$ cat src/rtl/uart_fifo_int_ctrl.sv
// UART TX/RX byte FIFOs with status flags, RX timeout and prioritized interrupt ID.
// Zero-latency status: counts/flags register on the strobe edge; interrupt outputs decode those registers combinationally.
module uart_fifo_int_ctrl #(
    parameter int DEPTH         = 16,
    parameter int PTR_W         = 4,
    parameter int TIMEOUT_CHARS = 4
) (
    input  logic             apb_clk_in,
    input  logic             apb_rstn_in,
    input  logic             fifoen_in,
    input  logic             rxclr_in,
    input  logic             txclr_in,
    input  logic [1:0]       rxfiftl_in,
    input  logic             erbi_in,
    input  logic             etbei_in,
    input  logic             elsi_in,
    input  logic             edssi_in,
    input  logic             thr_wr_in,
    input  logic [7:0]       thr_data_in,
    input  logic             rbr_rd_in,
    output logic [7:0]       rbr_data_out,
    input  logic             iir_rd_in,
    input  logic             lsr_rd_in,
    input  logic             ms_int_in,
    input  logic             tx_pop_in,
    output logic [7:0]       tx_data_out,
    input  logic             tx_busy_in,
    input  logic             rx_push_in,
    input  logic [7:0]       rx_data_in,
    input  logic             char_tick_in,
    output logic [PTR_W:0]   rx_count_out,
    output logic [PTR_W:0]   tx_count_out,
    output logic             dr_out,
    output logic             thre_out,
    output logic             temt_out,
    output logic             oe_out,
    output logic [2:0]       intid_out,
    output logic             ipend_out
);
    localparam logic [PTR_W:0]   L_DEPTH = (PTR_W+1)'(DEPTH);
    localparam logic [PTR_W:0]   L_CNT1  = (PTR_W+1)'(1);
    localparam logic [PTR_W-1:0] L_PTR1  = PTR_W'(1);
    localparam logic [2:0]       L_TO    = 3'(TIMEOUT_CHARS);

    logic [7:0]       r_tx_mem [DEPTH];
    logic [7:0]       r_rx_mem [DEPTH];
    logic [PTR_W-1:0] r_tx_rd, r_tx_wr, r_rx_rd, r_rx_wr;
    logic [PTR_W:0]   r_tx_cnt, r_rx_cnt;
    logic             r_oe, r_thri, r_fifoen_q, r_etbei_q;
    logic [2:0]       r_to_cnt;

    logic [PTR_W:0]   w_eff_depth, w_trig;
    logic             w_fen_chg, w_tx_flush, w_rx_flush;
    logic             w_tx_full, w_rx_full, w_tx_wr, w_tx_pop, w_rx_push, w_rx_pop, w_rx_ovr;
    logic             w_tx_to_empty, w_etbei_rise, w_to_flag;

    // Single-byte (16450) mode behaves as a one-entry FIFO.
    assign w_eff_depth = fifoen_in ? L_DEPTH : L_CNT1;
    assign w_fen_chg   = fifoen_in ^ r_fifoen_q;
    assign w_tx_flush  = txclr_in | w_fen_chg;
    assign w_rx_flush  = rxclr_in | w_fen_chg;
    assign w_tx_full   = (r_tx_cnt >= w_eff_depth);
    assign w_rx_full   = (r_rx_cnt >= w_eff_depth);

    assign w_tx_wr   = thr_wr_in & ~w_tx_full & ~w_tx_flush;
    assign w_tx_pop  = tx_pop_in & (r_tx_cnt != '0) & ~w_tx_flush;
    assign w_rx_push = rx_push_in & ~w_rx_full & ~w_rx_flush;
    assign w_rx_ovr  = rx_push_in & w_rx_full & ~w_rx_flush;
    assign w_rx_pop  = rbr_rd_in & (r_rx_cnt != '0) & ~w_rx_flush;

    assign w_tx_to_empty = w_tx_pop & ~w_tx_wr & (r_tx_cnt == L_CNT1);
    assign w_etbei_rise  = etbei_in & ~r_etbei_q & (r_tx_cnt == '0);
    assign w_to_flag     = fifoen_in & (r_to_cnt == L_TO);

    always_ff @(posedge apb_clk_in) begin
        if (w_tx_wr) r_tx_mem[r_tx_wr] <= thr_data_in;
        if (w_rx_push) r_rx_mem[r_rx_wr] <= rx_data_in;
    end

    always_ff @(posedge apb_clk_in or negedge apb_rstn_in) begin
        if (!apb_rstn_in) begin
            r_tx_rd  <= '0;
            r_tx_wr  <= '0;
            r_tx_cnt <= '0;
        end else if (w_tx_flush) begin
            r_tx_rd  <= '0;
            r_tx_wr  <= '0;
            r_tx_cnt <= '0;
        end else begin
            if (w_tx_wr)  r_tx_wr <= r_tx_wr + L_PTR1;
            if (w_tx_pop) r_tx_rd <= r_tx_rd + L_PTR1;
            if (w_tx_wr && !w_tx_pop)      r_tx_cnt <= r_tx_cnt + L_CNT1;
            else if (!w_tx_wr && w_tx_pop) r_tx_cnt <= r_tx_cnt - L_CNT1;
        end
    end

    always_ff @(posedge apb_clk_in or negedge apb_rstn_in) begin
        if (!apb_rstn_in) begin
            r_rx_rd  <= '0;
            r_rx_wr  <= '0;
            r_rx_cnt <= '0;
        end else if (w_rx_flush) begin
            r_rx_rd  <= '0;
            r_rx_wr  <= '0;
            r_rx_cnt <= '0;
        end else begin
            if (w_rx_push) r_rx_wr <= r_rx_wr + L_PTR1;
            if (w_rx_pop)  r_rx_rd <= r_rx_rd + L_PTR1;
            if (w_rx_push && !w_rx_pop)      r_rx_cnt <= r_rx_cnt + L_CNT1;
            else if (!w_rx_push && w_rx_pop) r_rx_cnt <= r_rx_cnt - L_CNT1;
        end
    end

    always_ff @(posedge apb_clk_in or negedge apb_rstn_in) begin
        if (!apb_rstn_in) begin
            r_oe       <= 1'b0;
            r_thri     <= 1'b0;
            r_to_cnt   <= '0;
            r_fifoen_q <= 1'b0;
            r_etbei_q  <= 1'b0;
        end else begin
            r_fifoen_q <= fifoen_in;
            r_etbei_q  <= etbei_in;
            // A fresh overrun outranks the LSR read that would clear it.
            if (w_rx_ovr)       r_oe <= 1'b1;
            else if (lsr_rd_in) r_oe <= 1'b0;
            if (thr_wr_in)                                    r_thri <= 1'b0;
            else if (w_tx_to_empty || w_etbei_rise)           r_thri <= 1'b1;
            else if (iir_rd_in && !ipend_out && intid_out == 3'b001) r_thri <= 1'b0;
            if (!fifoen_in || rx_push_in || rbr_rd_in || w_rx_flush || r_rx_cnt == '0)
                r_to_cnt <= '0;
            else if (char_tick_in && r_to_cnt != L_TO)
                r_to_cnt <= r_to_cnt + 3'd1;
        end
    end

    always_comb begin
        w_trig = L_CNT1;
        if (fifoen_in) begin
            case (rxfiftl_in)
                2'd0:    w_trig = (PTR_W+1)'(1);
                2'd1:    w_trig = (PTR_W+1)'(4);
                2'd2:    w_trig = (PTR_W+1)'(8);
                default: w_trig = (PTR_W+1)'(14);
            endcase
        end
        intid_out = 3'b000;
        ipend_out = 1'b1;
        if (elsi_in && r_oe) begin
            intid_out = 3'b011;
            ipend_out = 1'b0;
        end else if (erbi_in && r_rx_cnt >= w_trig) begin
            intid_out = 3'b010;
            ipend_out = 1'b0;
        end else if (erbi_in && w_to_flag) begin
            intid_out = 3'b110;
            ipend_out = 1'b0;
        end else if (etbei_in && r_thri) begin
            intid_out = 3'b001;
            ipend_out = 1'b0;
        end else if (edssi_in && ms_int_in) begin
            intid_out = 3'b000;
            ipend_out = 1'b0;
        end
    end

    assign rx_count_out = r_rx_cnt;
    assign tx_count_out = r_tx_cnt;
    assign dr_out       = (r_rx_cnt != '0);
    assign thre_out     = (r_tx_cnt == '0);
    assign temt_out     = thre_out & ~tx_busy_in;
    assign oe_out       = r_oe;
    assign rbr_data_out = (r_rx_cnt == '0) ? 8'h00 : r_rx_mem[r_rx_rd];
    assign tx_data_out  = (r_tx_cnt == '0) ? 8'h00 : r_tx_mem[r_tx_rd];
endmodule
$ cat config.mk
export PLATFORM = sky130hd
export DESIGN_NAME = uart_fifo_int_ctrl
export DESIGN_NICKNAME = d
export VERILOG_FILES = /design/src/rtl/uart_fifo_int_ctrl.sv
export SDC_FILE = /design/constraint.sdc
export NUM_CORES = 1
export LEC_CHECK = 0
export CORE_AREA = 2 2 179 181
export CTS_CLUSTER_SIZE = 20
export DETAILED_ROUTE_END_ITERATION = 6
export DIE_AREA = 0 0 181 183
export MAX_ROUTING_LAYER = met4
export SYNTH_ARGS = -nofsm -noshare
export SYNTH_HDL_FRONTEND = slang
export SYNTH_SLANG_ARGS = --single-unit
$ cat constraint.sdc
create_clock -name apb_clk_in -period 5.3 [get_ports apb_clk_in]
set_clock_uncertainty 0.2 [all_clocks]
set_input_delay 0.53 -clock apb_clk_in [delete_from_list [all_inputs] [get_ports apb_clk_in]]
set_output_delay 0.53 -clock apb_clk_in [all_outputs]
set_load 0.1 [all_outputs]
==> results of run 1 <==
[routing by layer]
layer  up-vias  track usage  wire length (µm)
li1       2853            -                 -
met1      3199        0.193             10200
met2       132        0.256             12100
met3        41       0.0181               877
met4         0       0.0426               518
met5         -            -                 0
[cell families after synthesis]
family	Yosys count
AOI/OAI and AO/OA	44
buffers and inverters	51
adders and majority gates	28
DFF	289
xor gates and xnor gates	21
muxes	83
and+or+nand+nor	156
[final timing paths]
| kind | slack (ns) | cells past startpoint | start | endpoint |
|---|---|---|---|---|
| setup / recovery | 0.68 | 5 | r_tx_rd[0] | tx_data_out[0] |
| hold / removal | 0.33 | 2 | r_etbei_q | r_thri |
| setup reg to reg | 1.40 | 12 | rx_count_out[0] | rx_count_out[4] |
| hold reg to reg | 0.33 | 2 | r_etbei_q | r_thri |
| max in group asynchronous | 3.94 | 2 | apb_rstn_in | r_tx_rd[0] |
| min in group asynchronous | 0.40 | 2 | apb_rstn_in | r_to_cnt[2] |
[synthesized netlist by cell type, drive strengths merged (14+ instances only)]
master | instances | area share
and2 | 38 | 0.019
buf | 14 | 0.014
clkbuf | 17 | 0.013
dfrtp | 33 | 0.065
edfxtp | 256 | 0.61
ha | 27 | 0.027
inv | 20 | 0.0059
mux4 | 80 | 0.15
nand2 | 29 | 0.0088
nand3 | 14 | 0.0056
nor2 | 29 | 0.0092
xnor2 | 14 | 0.0097
[power by group through the flow]
stage	logic, mW	clock network [mW]	registers, mW
after floorplan	0.482	0	2.60
after global placement	0.686	0	2.57
after detailed placement	0.698	0	2.57
after CTS	0.701	1.89	2.52
after global routing	0.734	1.98	2.52
final	0.695	1.85	2.52
[stage by stage]
step                      std cells  power (mW)  utilization  hold WS, ns  instance area, µm²
after floorplan                 672        3.08            -       0.0344               12600
after global placement         1118        3.25        0.433        0.317               13500
after detailed placement       1118        3.27        0.433        0.322               13500
after CTS                      1170        5.11        0.460        0.338               14400
after global routing           1170        5.24        0.460        0.369               14400
final                          1170        5.06        0.460        0.335               14400
[timing repair]
action	4_1_cts	5_1_grt
hold endpoints to repair	33	0
hold buffers	1	0
endpoints found under the setup margin	0	0
[layout make-up]
class / instances / area [µm²] / share of cell area
inverter: 20 / 75.1 / 0.00522
multi-input combinational: 332 / 3680 / 0.256
clock buffer: 38 / 759 / 0.0529
sequential: 289 / 8520 / 0.593
clock inverter: 13 / 88.8 / 0.00618
tap: 402 / 503 / 0.0350
timing repair buffer: 76 / 743 / 0.0517
[state kept, by name, indices dropped and copies added (netlist names)]
name / flops
r_etbei_q: 1
r_thri: 1
r_rx_rd: 4
r_tx_mem: 128
rx_count_out: 5
r_tx_rd: 4
r_tx_wr: 4
oe_out: 1
r_fifoen_q: 1
r_rx_mem: 128
tx_count_out: 5
r_rx_wr: 4
r_to_cnt: 3
[layout by cell type (no fill, tap or decap), types with 3 or more instances in the layout]
master	Yosys	routed
a21oi_1	13	13
and2_1	38	38
and3_1	7	7
and4_1	7	7
buf_4	1	9
clkbuf_1	6	9
clkbuf_16	0	29
clkdlybuf4s50_1	0	64
clkinv_1	0	7
clkinv_2	0	3
dfrtp_1	33	31
edfxtp_1	256	256
ha_1	27	27
inv_1	20	20
mux2i_1	3	3
mux4_1	26	26
mux4_2	54	54
nand2_1	28	28
nand2b_1	3	3
nand3_1	14	14
nand4_1	5	5
nor2_1	28	28
nor3_1	8	8
o21a_1	3	3
o21ai_0	5	5
o31ai_1	3	3
xnor2_1	14	14
xor2_1	7	7
[critical path: stages, from the launching register on]
cell	delay, ns
dfrtp_2	0.84
buf_4	0.32
mux4_1	0.58
mux4_2	0.45
and2_1	0.18
clkdlybuf4s50_1	0.97
==> results.tsv, run 1 <==
stage	metric	value	unit
min_path	Hold Path Class	flip-flop to flip-flop	
die	I/O pins	70	
sta	headroom to the max-slew limit	0.338	
final_layout	Filler cells	2646	
synthesis	Ys Warns	0	
die	die width	181	µm
synthesis	Adder-Cell Fraction of Synth Area	0.0284	
clock_tree	CTS Sinks	289	
place	GP Congestion	0.775	
setup_path	Worst Setup Start Kind	flip-flop	
clock_tree	clk_lat worst skew	0.54	ns
synthesis	Simple-Gate Fraction of Synth Area	0.0701	
sta	final setup margin	0.678	ns
synthesis	Synth Area in Compound Gates	0.0260	
power	switching part of the total power	0.258	
synthesis	syn_area_per_cell	18.8	µm²
synthesis	commonest register cell after synthesis	edfxtp_1	
die	num rows	65	
setup_path	CP Class	flip-flop to output port	
synthesis	multiplexer share of the synthesized area	0.153	
run	total of max-cap violations	0	
global_routing	initial antenna violation count	0	
synthesis	Syn Std Cell Area	0.0126	mm²
global_routing	GRT Total Usage	0.151	
synthesis	Cell variety after synth	63	
synthesis	Seq/Total Area, Yosys	0.674	
place	setup slack after placement	0.602	ns
clock_tree	Clock Tree Root	clkbuf_16	
power	PD cells	352	mW/mm²
die	die height	183	µm
synthesis	syn nets	736	
setup_path	crit end category	output port	
clock_tree	CTS Buffer Depth	3	
sta	final hold vios	0	
power	Net Switching	1.31	mW
synthesis	post-synthesis xor/xnor area fraction	0.0146	
route	via count	6225	
synthesis	synthesized flop and latch total	289	
sta	fmax	216	MHz
route	DR vias/cell	5.32	
power	Clock power frac	0.365	
sta	Slew @ Worst Pin	0.990	ns
die	core area	0.0312	mm²
power	LEAKAGE	4.73	nW
outcome	status	finished clean	
route	Pre-Repair DR Iteration Count	4	
sta	RSZ-0062 raised after global routing	no	
clock_tree	clock slew at reported path FFs	0.06	ns
clock_tree	htree depth	1	
sta	Setup TNS Final	0	ns
place	count of input and output buffers	69	
global_routing	number of global-route vias before repair	6596	
route	DRC	0	
route	DR WL/cell	20.3	µm
final_layout	Diodes inserted	0	
sta	Slew Limit Fails	0	
synthesis	Synth Instances	672	
final_layout	fin nets	812	
power	worst vdd ir	0.234	mV
route	antenna-violating nets left	0	
clock_tree	CTS tree	yes	
die	Starting Density	0.404	
sta	crit share post-route	0.872	
route	DR iter-0 viols	448	
clock_tree	TritonCTS buffer count	29	
global_routing	first-pass GRT wire length	37800	µm
final_layout	layout cells sized above 1	0.151	
setup_path	Max Fanout on Critical Path	24	
clock_tree	Resized Gates After CTS	0	
power	Internal	3.76	mW
clock_tree	Post-CTS Setup Inserts	0	
setup_path	CP Data Required Time	4.57	ns
global_routing	largest net degree at the start of global routing	36	
sta	Period minus WS final	4.62	ns
final_layout	area added between synthesis and finish	13.8	%
die	Die Footprint	0.0331	mm²
synthesis	Post-synth EDFFs	256	
synthesis	largest family of logic cells by synthesized area	multiplexers	
synthesis	ys async rst share	0.114	
global_routing	gr ovfl total	0	
route	Routed WL	23800	µm
power	Reg power frac	0.498	
setup_path	WP data arrival	3.89	ns
sta	Final setup viols	0	
place	post-DP HPWL	16300	µm
power	Logic pwr share	0.137	
No activity file was read; power rests on OpenSTA's default activity.
==> run 2, diff against run 1 <==
--- a/config.mk
+++ b/config.mk
@@ -10,6 +10,7 @@
 export DETAILED_ROUTE_END_ITERATION = 6
 export DIE_AREA = 0 0 181 183
 export MAX_ROUTING_LAYER = met4
+export PLACE_DENSITY = 0.63
 export SYNTH_ARGS = -nofsm -noshare
 export SYNTH_HDL_FRONTEND = slang
 export SYNTH_SLANG_ARGS = --single-unit
==> results.tsv, run 2 (synthesis results as in run 1) <==
stage	metric	value	unit
final_layout	Util after Layout	0.461	
setup_path	CP Data Required Time	4.57	ns
final_layout	fin nets	815	
sta	Slew @ Worst Pin	0.984	ns
global_routing	largest net degree at the start of global routing	36	
route	antenna-violating nets left	0	
final_layout	Filler cells	2703	
place	GP Congestion	0.780	
clock_tree	CTS tree	yes	
clock_tree	TritonCTS buffer count	28	
sta	Slew Limit Fails	0	
die	Starting Density	0.404	
route	met2 WL	12000	µm
die	die height	183	µm
final_layout	Regs by FF count	r_rx_mem (128), r_tx_mem (128)	
route	DR iter-0 viols	560	
final_layout	area added between synthesis and finish	14.2	%
route	DR top layer	met4	
final_layout	design area	0.0144	mm²
global_routing	number of global-route vias before repair	6462	
clock_tree	Resized Gates After CTS	0	
die	core area	0.0312	mm²
sta	Final setup viols	0	
final_layout	Diodes inserted	0	
setup_path	WP data arrival	3.78	ns
route	Routed WL	24700	µm
sta	headroom to the max-slew limit	0.342	
route	DR vias/cell	5.30	
global_routing	initial antenna violation count	0	
clock_tree	hold buffer count at cts	1	
sta	final hold vios	0	
sta	crit share post-route	0.851	
global_routing	first-pass GRT wire length	38700	µm
final_layout	commonest non-fill, non-tap cell in the layout	edfxtp_1	
clock_tree	CTS Buffer Depth	3	
outcome	status	finished clean	
power	worst vdd ir	0.282	mV
die	die width	181	µm
setup_path	Max Fanout on Critical Path	16	
route	DR WL/cell	21.0	µm
place	post-place instance area	0.0135	mm²
global_routing	gr ovfl total	0	
setup_path	crit end category	output port	
sta	smallest hold slack	0.354	ns
setup_path	Worst Setup Start Kind	flip-flop	
final_layout	layout cells sized above 1	0.160	
min_path	Hold Path Class	flip-flop to flip-flop	
clock_tree	Post-CTS Setup Inserts	0	
route	via count	6221	
clock_tree	Clock Tree Root	clkbuf_16	
final_layout	commonest cells after routing, fill and taps aside	edfxtp_1, clkdlybuf4s50_1, mux4_2	
global_routing	GRT Total Usage	0.157	
place	post-DP HPWL	15900	µm
run	total of max-cap violations	0	
die	I/O pins	70	
power	Pwr Total	5.07	mW
place	count of input and output buffers	69	
die	num rows	65	
die	Die Footprint	0.0331	mm²
clock_tree	htree depth	1	
power	LEAKAGE	4.76	nW
clock_tree	CTS Sinks	289	
sta	Setup TNS Final	0	ns
route	met1 WL	11200	µm
clock_tree	clock slew at reported path FFs	0.06	ns
setup_path	CP Class	flip-flop to output port	
route	DRC	0	
clock_tree	clk_lat worst skew	0.53	ns
route	Pre-Repair DR Iteration Count	4	
sta	fmax	222	MHz
power	PD cells	352	mW/mm²
route	met3 wire length	1120	µm
sta	Period minus WS final	4.51	ns
sta	RSZ-0062 raised after global routing	no	
[run 2: stage by stage]
step	instances	worst slack, ns
4_1_cts	1173	0.735
6_report	1173	0.792
3_5_place_dp	1122	0.705
5_1_grt	1173	0.641
2_1_floorplan	672	0.624
3_3_place_gp	1122	0.818
[run 2: power by group]
group,leakage (nW),total (mW),switching (mW),internal [mW]
sequential,2.75,2.52,0.0240,2.50
combinational,1.58,0.689,0.478,0.211
clock,0.423,1.87,0.801,1.06
total,4.76,5.07,1.30,3.77
[run 2: path summary, 6_finish.rpt]
| path | depth (start not counted) | slack (ns) | end | start |
|---|---|---|---|---|
| max | 5 | 0.79 | tx_data_out[0] | r_tx_rd[0] |
| min | 2 | 0.35 | r_thri | r_etbei_q |
| max reg2reg | 12 | 1.52 | rx_count_out[4] | rx_count_out[0] |
| min reg2reg | 2 | 0.35 | r_thri | r_etbei_q |
| max in group asynchronous | 2 | 3.92 | r_tx_rd[0] | apb_rstn_in |
| min in group asynchronous | 2 | 0.42 | rx_count_out[4] | apb_rstn_in |
[run 2: critical path, cell delays in order (launching register included)]
cell	delay (ns)
dfrtp_2	0.65
buf_4	0.32
mux4_1	0.59
mux4_2	0.49
and2_1	0.20
clkdlybuf4s50_1	0.98
[run 2: layer usage]
| metal | global-route usage | vias up |
|---|---|---|
| li1 | - | 2865 |
| met1 | 0.218 | 3186 |
| met2 | 0.250 | 140 |
| met3 | 0.0208 | 30 |
| met4 | 0.0338 | 0 |
| met5 | - | - |
[run 2: area by class of cell]
class | count | area [µm²] | area share
Clock inverter | 12 | 91.3 | 0.00634
Sequential cell | 289 | 8520 | 0.591
Tap cell | 402 | 503 | 0.0349
Inverter | 20 | 75.1 | 0.00521
Multi-Input combinational cell | 332 | 3680 | 0.256
Timing Repair Buffer | 80 | 773 | 0.0537
Clock buffer | 38 | 769 | 0.0534
